<file path="config.mk">
export PLATFORM = sky130hd
export DESIGN_NAME = line_rd_responder_flat
export DESIGN_NICKNAME = d
export VERILOG_FILES = /design/src/rtl/line_rd_responder_pkg.sv /design/src/rtl/line_rd_responder_if.sv /design/src/rtl/line_rd_responder.sv /design/src/flat_wrapper.sv
export SDC_FILE = /design/constraint.sdc
export NUM_CORES = 1
export LEC_CHECK = 0
export CAP_MARGIN = 10
export CORE_AREA = 2 2 169 171
export CTS_CLUSTER_DIAMETER = 60
export DETAILED_ROUTE_END_ITERATION = 6
export DIE_AREA = 0 0 171 173
export GPL_ROUTABILITY_DRIVEN = 0
export GPL_TIMING_DRIVEN = 0
export PLACE_DENSITY = 0.77
export SLEW_MARGIN = 40
export SYNTH_ARGS = -nofsm -noshare
export SYNTH_HDL_FRONTEND = slang
export SYNTH_SLANG_ARGS = --single-unit
</file>
<file path="constraint.sdc">
create_clock -name clk -period 3.4 [get_ports clk]
set_input_delay 0.34 -clock clk [delete_from_list [all_inputs] [get_ports clk]]
set_output_delay 0.34 -clock clk [all_outputs]
set_load 0.01 [all_outputs]
</file>
<file path="src/rtl/line_rd_responder_pkg.sv">
// Shared types and AXI read constants for the data-cache line-read responder.
package line_rd_responder_pkg;

  typedef enum logic [1:0] {
    ST_IDLE = 2'd0,
    ST_AR   = 2'd1,
    ST_R    = 2'd2,
    ST_RET  = 2'd3
  } state_e;

  localparam logic [1:0] BURST_INCR = 2'b01;
  localparam logic [2:0] SIZE_4B    = 3'b010;
  localparam logic [7:0] LEN_LINE2  = 8'd7;
  localparam logic [7:0] LEN_HALF   = 8'd3;
  localparam logic [7:0] LEN_WORD   = 8'd0;

  localparam logic RD_TYPE_CACHED   = 1'b1;
  localparam logic RD_TYPE_UNCACHED = 1'b0;

  // Base line index FF within a 4KB page means the following line is in the next page.
  function automatic logic crosses_4k(input logic [7:0] line_idx);
    return line_idx == 8'hFF;
  endfunction

endpackage

</file>
<file path="src/rtl/line_rd_responder_if.sv">
// Upstream line-read request bus plus AXI4 read channels seen by the responder.
interface line_rd_responder_if;
  logic         rd_req;
  logic         rd_type;
  logic [31:0]  rd_addr;
  logic         rd_rdy;
  logic         ret_valid;
  logic [255:0] ret_data;
  logic         rd_err;

  logic [3:0]   arid;
  logic [31:0]  araddr;
  logic [7:0]   arlen;
  logic [2:0]   arsize;
  logic [1:0]   arburst;
  logic         arvalid;
  logic         arready;
  logic [3:0]   rid;
  logic [31:0]  rdata;
  logic [1:0]   rresp;
  logic         rlast;
  logic         rvalid;
  logic         rready;

  modport slave (
    input  rd_req, rd_type, rd_addr, arready, rid, rdata, rresp, rlast, rvalid,
    output rd_rdy, ret_valid, ret_data, rd_err,
           arid, araddr, arlen, arsize, arburst, arvalid, rready
  );

  modport master (
    output rd_req, rd_type, rd_addr, arready, rid, rdata, rresp, rlast, rvalid,
    input  rd_rdy, ret_valid, ret_data, rd_err,
           arid, araddr, arlen, arsize, arburst, arvalid, rready
  );
endinterface

</file>
<file path="src/rtl/line_rd_responder.sv">
// Single-outstanding AXI4 line-read responder: cached 32B (two lines) or uncached word.
// Optional macro LINE_RD_RRESP_CHECK_EN enables a sticky per-request rd_err from rresp[1].
module line_rd_responder
  import line_rd_responder_pkg::*;
#(
  parameter logic [3:0]  ARID_VAL = 4'd1,
  parameter int unsigned SPLIT_4K = 1
) (
  input  logic               clk,
  input  logic               resetn,
  line_rd_responder_if.slave bus
);

  state_e        state_q, state_d;
  logic [31:0]   araddr_q, araddr_d;
  logic [7:0]    arlen_q, arlen_d;
  logic          split_q, split_d;
  logic [2:0]    beat_q, beat_d;
  logic [255:0]  data_q, data_d;
  logic [31:0]   base_addr;
  logic          cached_req;
  logic          do_split;

  assign cached_req = (bus.rd_type == RD_TYPE_CACHED);
  assign base_addr  = {bus.rd_addr[31:4], 4'b0};
  assign do_split   = cached_req && (SPLIT_4K != 0) && crosses_4k(base_addr[11:4]);

  always_comb begin
    state_d  = state_q;
    araddr_d = araddr_q;
    arlen_d  = arlen_q;
    split_d  = split_q;
    beat_d   = beat_q;
    data_d   = data_q;
    unique case (state_q)
      ST_IDLE: begin
        if (bus.rd_req) begin
          araddr_d = cached_req ? base_addr : bus.rd_addr;
          arlen_d  = !cached_req ? LEN_WORD : (do_split ? LEN_HALF : LEN_LINE2);
          split_d  = do_split;
          beat_d   = '0;
          data_d   = '0;
          state_d  = ST_AR;
        end
      end
      ST_AR: begin
        if (bus.arready) state_d = ST_R;
      end
      ST_R: begin
        if (bus.rvalid) begin
          data_d[{beat_q, 5'd0} +: 32] = bus.rdata;
          beat_d = beat_q + 3'd1;
          if (bus.rlast) begin
            // First half of a split: reissue AR for the next line; beat_cnt keeps counting.
            if (split_q) begin
              split_d  = 1'b0;
              araddr_d = araddr_q + 32'd16;
              state_d  = ST_AR;
            end else begin
              state_d  = ST_RET;
            end
          end
        end
      end
      ST_RET: state_d = ST_IDLE;
      default: state_d = ST_IDLE;
    endcase
  end

  always_ff @(posedge clk or negedge resetn) begin
    if (!resetn) begin
      state_q  <= ST_IDLE;
      araddr_q <= '0;
      arlen_q  <= '0;
      split_q  <= 1'b0;
      beat_q   <= '0;
      data_q   <= '0;
    end else begin
      state_q  <= state_d;
      araddr_q <= araddr_d;
      arlen_q  <= arlen_d;
      split_q  <= split_d;
      beat_q   <= beat_d;
      data_q   <= data_d;
    end
  end

  assign bus.rd_rdy    = (state_q == ST_IDLE);
  assign bus.arvalid   = (state_q == ST_AR);
  assign bus.rready    = (state_q == ST_R);
  assign bus.ret_valid = (state_q == ST_RET);
  assign bus.ret_data  = data_q;
  assign bus.arid      = ARID_VAL;
  assign bus.araddr    = araddr_q;
  assign bus.arlen     = arlen_q;
  assign bus.arsize    = SIZE_4B;
  assign bus.arburst   = BURST_INCR;

`ifdef LINE_RD_RRESP_CHECK_EN
  logic err_q, err_d;
  logic unused_in;

  always_comb begin
    err_d = err_q;
    if (state_q == ST_IDLE && bus.rd_req) begin
      err_d = 1'b0;
    end else if (state_q == ST_R && bus.rvalid && bus.rresp[1]) begin
      err_d = 1'b1;
    end
  end

  always_ff @(posedge clk or negedge resetn) begin
    if (!resetn) err_q <= 1'b0;
    else         err_q <= err_d;
  end

  assign bus.rd_err = err_q;
  assign unused_in  = ^{bus.rid, bus.rresp[0]};
`else
  logic unused_in;
  assign bus.rd_err = 1'b0;
  assign unused_in  = ^{bus.rid, bus.rresp};
`endif

endmodule

</file>
<file path="src/flat_wrapper.sv">
// flat-port wrapper written by rule: the top's interface ports become plain ports
module line_rd_responder_flat import line_rd_responder_pkg::*;
#(
  parameter logic [3:0]  ARID_VAL = 4'd1,
  parameter int unsigned SPLIT_4K = 1
)
  (clk, resetn, bus_rd_req, bus_rd_type, bus_rd_addr, bus_arready, bus_rid, bus_rdata, bus_rresp, bus_rlast, bus_rvalid, bus_rd_rdy, bus_ret_valid, bus_ret_data, bus_rd_err, bus_arid, bus_araddr, bus_arlen, bus_arsize, bus_arburst, bus_arvalid, bus_rready);
  line_rd_responder_if bus_i ();
  input  logic clk;
  input  logic resetn;
  input wire logic [$bits(bus_i.rd_req)-1:0] bus_rd_req;
  input wire logic [$bits(bus_i.rd_type)-1:0] bus_rd_type;
  input wire logic [$bits(bus_i.rd_addr)-1:0] bus_rd_addr;
  input wire logic [$bits(bus_i.arready)-1:0] bus_arready;
  input wire logic [$bits(bus_i.rid)-1:0] bus_rid;
  input wire logic [$bits(bus_i.rdata)-1:0] bus_rdata;
  input wire logic [$bits(bus_i.rresp)-1:0] bus_rresp;
  input wire logic [$bits(bus_i.rlast)-1:0] bus_rlast;
  input wire logic [$bits(bus_i.rvalid)-1:0] bus_rvalid;
  output wire logic [$bits(bus_i.rd_rdy)-1:0] bus_rd_rdy;
  output wire logic [$bits(bus_i.ret_valid)-1:0] bus_ret_valid;
  output wire logic [$bits(bus_i.ret_data)-1:0] bus_ret_data;
  output wire logic [$bits(bus_i.rd_err)-1:0] bus_rd_err;
  output wire logic [$bits(bus_i.arid)-1:0] bus_arid;
  output wire logic [$bits(bus_i.araddr)-1:0] bus_araddr;
  output wire logic [$bits(bus_i.arlen)-1:0] bus_arlen;
  output wire logic [$bits(bus_i.arsize)-1:0] bus_arsize;
  output wire logic [$bits(bus_i.arburst)-1:0] bus_arburst;
  output wire logic [$bits(bus_i.arvalid)-1:0] bus_arvalid;
  output wire logic [$bits(bus_i.rready)-1:0] bus_rready;
  assign bus_i.rd_req = bus_rd_req;
  assign bus_i.rd_type = bus_rd_type;
  assign bus_i.rd_addr = bus_rd_addr;
  assign bus_i.arready = bus_arready;
  assign bus_i.rid = bus_rid;
  assign bus_i.rdata = bus_rdata;
  assign bus_i.rresp = bus_rresp;
  assign bus_i.rlast = bus_rlast;
  assign bus_i.rvalid = bus_rvalid;
  assign bus_rd_rdy = bus_i.rd_rdy;
  assign bus_ret_valid = bus_i.ret_valid;
  assign bus_ret_data = bus_i.ret_data;
  assign bus_rd_err = bus_i.rd_err;
  assign bus_arid = bus_i.arid;
  assign bus_araddr = bus_i.araddr;
  assign bus_arlen = bus_i.arlen;
  assign bus_arsize = bus_i.arsize;
  assign bus_arburst = bus_i.arburst;
  assign bus_arvalid = bus_i.arvalid;
  assign bus_rready = bus_i.rready;
  line_rd_responder #(.ARID_VAL(ARID_VAL), .SPLIT_4K(SPLIT_4K)) u_core (.clk(clk), .resetn(resetn), .bus(bus_i));
endmodule
</file>
# Yosys cells after proc, flatten, opt, wreduce, memory -nomap -nowiden
# Cells that the tools add are included.
# totals
ff_bits,302
out_inout_bits,310
elab_cells,53
# classes
addsub,3
n_eq_ne,9
shifts,2
n_mux,25
n_reduce_logical,8
# op_table
op,n
two-way mux 256 bit,2
case mux 256 bit (2 select lines),1
bitwise mux 256 bit,1
"variable shift 32 x 10 -> 256 bit, first input constant",1
indexed part select 32 x 10 -> 256 bit,1
two-way mux 32 bit,4
case mux 32 bit (2 select lines),1
"adder 32 x 5 -> 32 bit, second input constant",1
two-way mux 2 bit,5
negation 8 -> 10 bit,1
two-way mux 3 bit,3
"equality test 8 bit, second input constant",1
two-way mux 8 bit,1
"!= test 2 bit, second input constant",4
case mux 2 bit (4 select lines),1
AND reduction 4 bit,2
case mux 3 bit (2 select lines),1
AND reduction 5 bit,1
"equality test 2 bit, second input constant",2
two-way mux 4 bit,1
"adder 3 x 1 -> 3 bit, second input constant",1
two-way mux 1 bit,3
AND reduction 3 bit,1
"equality test 2 x 1 -> 1 bit, second input constant",1
6 further kinds,6

# Depth between registers and ports, before layout
# depth
depth_word,5
mapped_depth,11

# Least setup slack after synthesis
# Ideal clock, no wire load.
# synth_path
path_type,reg-to-reg
startpoint,register u_core.beat_q[0]
endpoint,register u_core.data_q[164] (netlist: u_core.bus.ret_data[164])
setup_time_ps,121
t_arrival_ps,2615
required_ps,3279
slack_ps,664
path_stages_with_launch,11
period_less_slack_ps,2736
cell_sequence,dfrtp_1 > clkbuf_1 > clkbuf_1 > inv_1 > ha_1 > ha_1 > nand2b_1 > nor3_4 > a21oi_2 > buf_2 > a22o_1
# synth_via
elab_chain_len,5
elab_cells_between_ends,6
cone_classes,1 x add/sub; 2 x shift; 3 x mux
# synth_rtl
item,line_no,text
from (decl),line_rd_responder.sv:18,"logic [2:0] beat_q, beat_d;"
from (signal assigned),line_rd_responder.sv:83,beat_q <= beat_d;
negation 8 -> 10 bit *,line_rd_responder.sv:51,"data_d[{beat_q, 5'd0} +: 32] = bus.rdata;"
indexed part select 32 x 10 -> 256 bit or variable shift 32 x 10 -> 256 bit (tied branches),line_rd_responder.sv:51,
bitwise mux 256 bit *,line_rd_responder.sv:51,
two-way mux 256 bit *,line_rd_responder.sv:50,if (bus.rvalid) begin
case mux 256 bit (2 select lines) *,line_rd_responder.sv:35,unique case (state_q)
to (signal assigned),line_rd_responder.sv:84,data_q <= data_d;
to (decl),line_rd_responder.sv:19,"logic [255:0] data_q, data_d;"
# Mark *: on every way between the ends. The rest lies on a longest branch, timed or not. The select of a mux whose other input is x is not followed.
# A chain may end at the register's enable or synchronous reset.

# Final worst setup path
# layout_path
startpoint,register u_core.beat_q[0]
endpoint,register u_core.data_q[61] (netlist: u_core.bus.ret_data[61])
# The elaborated chain is that of the path after synthesis.

==> summary.txt <==
Status
  • Status: complete, no violations

Detailed routing
  • Post-route DRC violation count: 0
  • Total Routed Length: 45.5 mm
  • Iteration count of the initial detailed-routing pass: 7
  • Routed wire per std cell: 22.8 um
  • Final antenna-violating net count: 0
  • Vias/cell: 5.80
  • Starting DRC count in detailed routing: 1062
  • Via count: 11567

Worst setup path
  • FF-to-FF End: u_core.bus.ret_data[61]
  • Reg2Reg Depth: 11
  • Worst EP required: 3.82 ns
  • Critical Path Fanout Max: 10
  • Reg2reg start: u_core.beat_q[0]
  • Setup crit start kind: flop
  • Worst setup EP type: flop
  • Crit Path Class: flop to flop
  • Worst endpoint data arrival time: 3.60 ns
  • R2r setup slk: 0.22 ns

Timing
  • RSZ-0062 raised after global routing: no
  • Final Cycle Share: 93.5%
  • Final worst slack: 0.221 ns
  • Worst rel slew slack: 53.1%
  • Fmax: 315 MHz
  • Worst-Margin Slew: 0.704 ns
  • Min cycle time layout: 3.18 ns
  • Final Hold Fails: 0
  • Clock skew: 0.0332 ns
  • Final setup viols: 0
  • Max-slew violations: 0

Yosys
  • Largest family of logic cells by synthesized area: compound AO/OA/AOI/OAI gates
  • EDFF count, synth: 0
  • Xor and xnor area share after synthesis: 0.0712%
  • Post-synthesis instance total: 1171
  • Synth Area in Compound Gates: 18.5%
  • Synth cell count leaders: 296 x dfrtp_1, 156 x nand2_1, 143 x nand3_1
  • Post-synthesis mux area share: 0.193%
  • Post-Syn Area: 12300 sq um
  • Leading area contributor after synthesis: dfrtp_1
  • Simple-Gate Fraction of Synth Area: 15.8%
  • Seq cells post-synth: 296
  • Syn_area_per_cell: 10.5 sq um
  • Yosys warns: 0
  • Register area share after synthesis: 60.2%
  • Most frequent cell after synthesis: dfrtp_1
  • Top cell type's share of synthesized area: 60.2%
  • Distinct cells, synth: 61
  • Main synth FF type: dfrtp_1
  • Synth top area cells: dfrtp_1 60%, nand3_1 5.8%, o21ai_0 4.8%
  • Adder-Cell Fraction of Synth Area: 0.508%
  • Asr flop ratio synth: 100%

Pwr
  • VDD IR-drop max: 0.000497 V
  • PwrDens: 651 nW/um^2
  • Final Total Pwr: 11.6 mW
  • Power share of the clock group: 32.0%
  • Part of the power in registers: 36.9%
  • Sw Ratio: 36.1%
  • Logic gate share of total power: 31.1%
  • Leak Pwr: 7.48 nW
  • P_sw: 4.17 mW
  • Internal power: 7.40 mW

CTS
  • Reg clk slew, reported paths: 0.06 ns
  • Root Buffer: clkbuf_16
  • Clock latency on the worst-skew pair: 0.53 ns
  • CTS Buffer Depth: 3
  • TritonCTS clock tree: done
  • TritonCTS sink count: 296
  • Post-CTS Setup Bufs: 0
  • H-tree levels: 2
  • CTS Buf Count: 35

Global route
  • First-pass GRT wire length: 67.8 mm
  • Largest net degree at the start of global routing: 77
  • Remaining global-route overflow: 0
  • Initial antenna violation count: 0
  • Met1 usage: 36.0%
  • Grt peak-use layer: met2
  • GR Util All Layers: 30.0%
  • Met2 usage: 50.3%
  • Met3 Use GR: 7.97%
  • Vias in the first global route: 11193

Final layout
  • Number of diodes: 0
  • Util after Layout: 64.3%
  • P&R area growth vs syn: 44.4%
  • Layout cells sized above 1: 8.92%
  • Fin nets: 1673

Floorplan
  • Cell Rows: 61
  • Die Ht: 173 um
  • Starting Density: 44.5%
  • Top Ports: 387
  • Core ar.: 27600 sq um
  • Die Width: 171 um
  • Area of the die: 29600 sq um

Placement
  • Post-Place Worst Slack: -0.130 ns
  • DP Wirelength: 33.5 mm
  • I/O Buffers: 365

Run
  • Max-cap violations: 0

Hold path
  • Worst hold path class: input pin to asynchronous set/reset pin
==> through the flow <==
stage	hold WS (ns)	cell area [sq um]	setup TNS, ns	instances
3_3_place_gp	0.461	16500	-3113.98	1927
3_5_place_dp	0.190	16600	-2.97	1931
4_1_cts	0.251	17800	0	1993
5_1_grt	0.265	17800	0	1993
2_1_floorplan	0.0444	12400	0	1184
6_report	0.258	17800	0	1993
==> power by group through the flow <==
stage,combinational [mW],sequential [mW],clock (mW)
finish,3.59,4.27,3.70
CTS,3.56,4.26,3.71
global placement,3.44,4.31,0
detailed placement,3.51,4.30,0
global route,3.86,4.31,3.85
floorplan,1.72,4.37,0
==> flip-flops by register name, summed over array words and instances, names as in the netlist <==
register,cells
u_core.bus.araddr,32
u_core.state_q,2
u_core.beat_q,3
u_core.bus.ret_data,256
u_core.bus.arlen,2
u_core.split_q,1
==> kinds of logic (layout without fill, tap and decap cells) <==
| group | after synthesis | in the layout |
|---|---|---|
| multiplexers | 2 | 2 |
| AND/OR/NAND/NOR | 390 | 390 |
| flip-flops | 296 | 296 |
| adder cells (fa/ha/maj) | 5 | 5 |
| buffers and inverters | 116 | 547 |
| XOR/XNOR | 1 | 1 |
| AO/OA/AOI/OAI | 359 | 359 |
| other | 2 | 15 |
==> routing by layer <==
| metal | share of wire, % | wire length [um] |
|---|---|---|
| met1 | 37 | 16600 |
| met2 | 49 | 22100 |
| met3 | 10 | 4540 |
| met4 | 4.9 | 2250 |
| met5 | 0 | 0 |
==> cell type report <==
cell class                      instances  area, sq um
Sequential cell                       296         7410
Buffer                                108          541
Clock inverter                         16          171
Tap cell                              378          473
Fill cell                            2177         9860
Inverter                                8         30.0
Clock buffer                           45          973
Timing Repair Buffer                  370         3780
Multi-Input combinational cell        772         4390
==> layout by cell type (no fill, tap or decap), types with 7 or more instances in the layout <==
cell type / instances
nand3_1: 143
a22o_1: 65
o21ai_0: 118
o22ai_1: 9
dfrtp_1: 296
nand2_1: 156
clkbuf_16: 35
buf_4: 25
clkdlybuf4s50_1: 364
o31ai_1: 16
inv_1: 7
nor2_1: 24
buf_2: 25
conb_1: 15
o21ai_1: 65
a21oi_1: 37
clkbuf_1: 55
a32o_1: 16
==> worst max path at each step <==
stage                                start                  endpoint  slack, ns  cells after the start
after floorplan           u_core.beat_q[0]  u_core.bus.ret_data[164]       0.66                     10
after global placement              resetn  u_core.bus.ret_data[109]     -10.54                      1
after detailed placement  u_core.beat_q[0]   u_core.bus.ret_data[61]      -0.13                     11
after CTS                 u_core.beat_q[0]   u_core.bus.ret_data[61]        0.1                     11
after global routing      u_core.beat_q[0]   u_core.bus.ret_data[63]      0.001                     11
final                     u_core.beat_q[0]   u_core.bus.ret_data[61]       0.22                     11
==> worst max-delay path, cell delays in order, from the launching register on <==
cell	delay [ns]
dfrtp_1	0.40
clkbuf_2	0.25
clkbuf_2	0.28
inv_1	0.07
ha_1	0.22
ha_1	0.20
nand2b_1	0.36
nor3_4	0.48
and2_1	0.18
buf_2	0.18
buf_2	0.27
a32o_1	0.20
==> timing repair <==
item,CTS,global route
gates resized for setup,3,2
hold buffers,1,0
hold endpoints to repair,108,0
setup endpoints to repair,58,159
pin swaps,0,1
(Power assumes the default switching activity.)
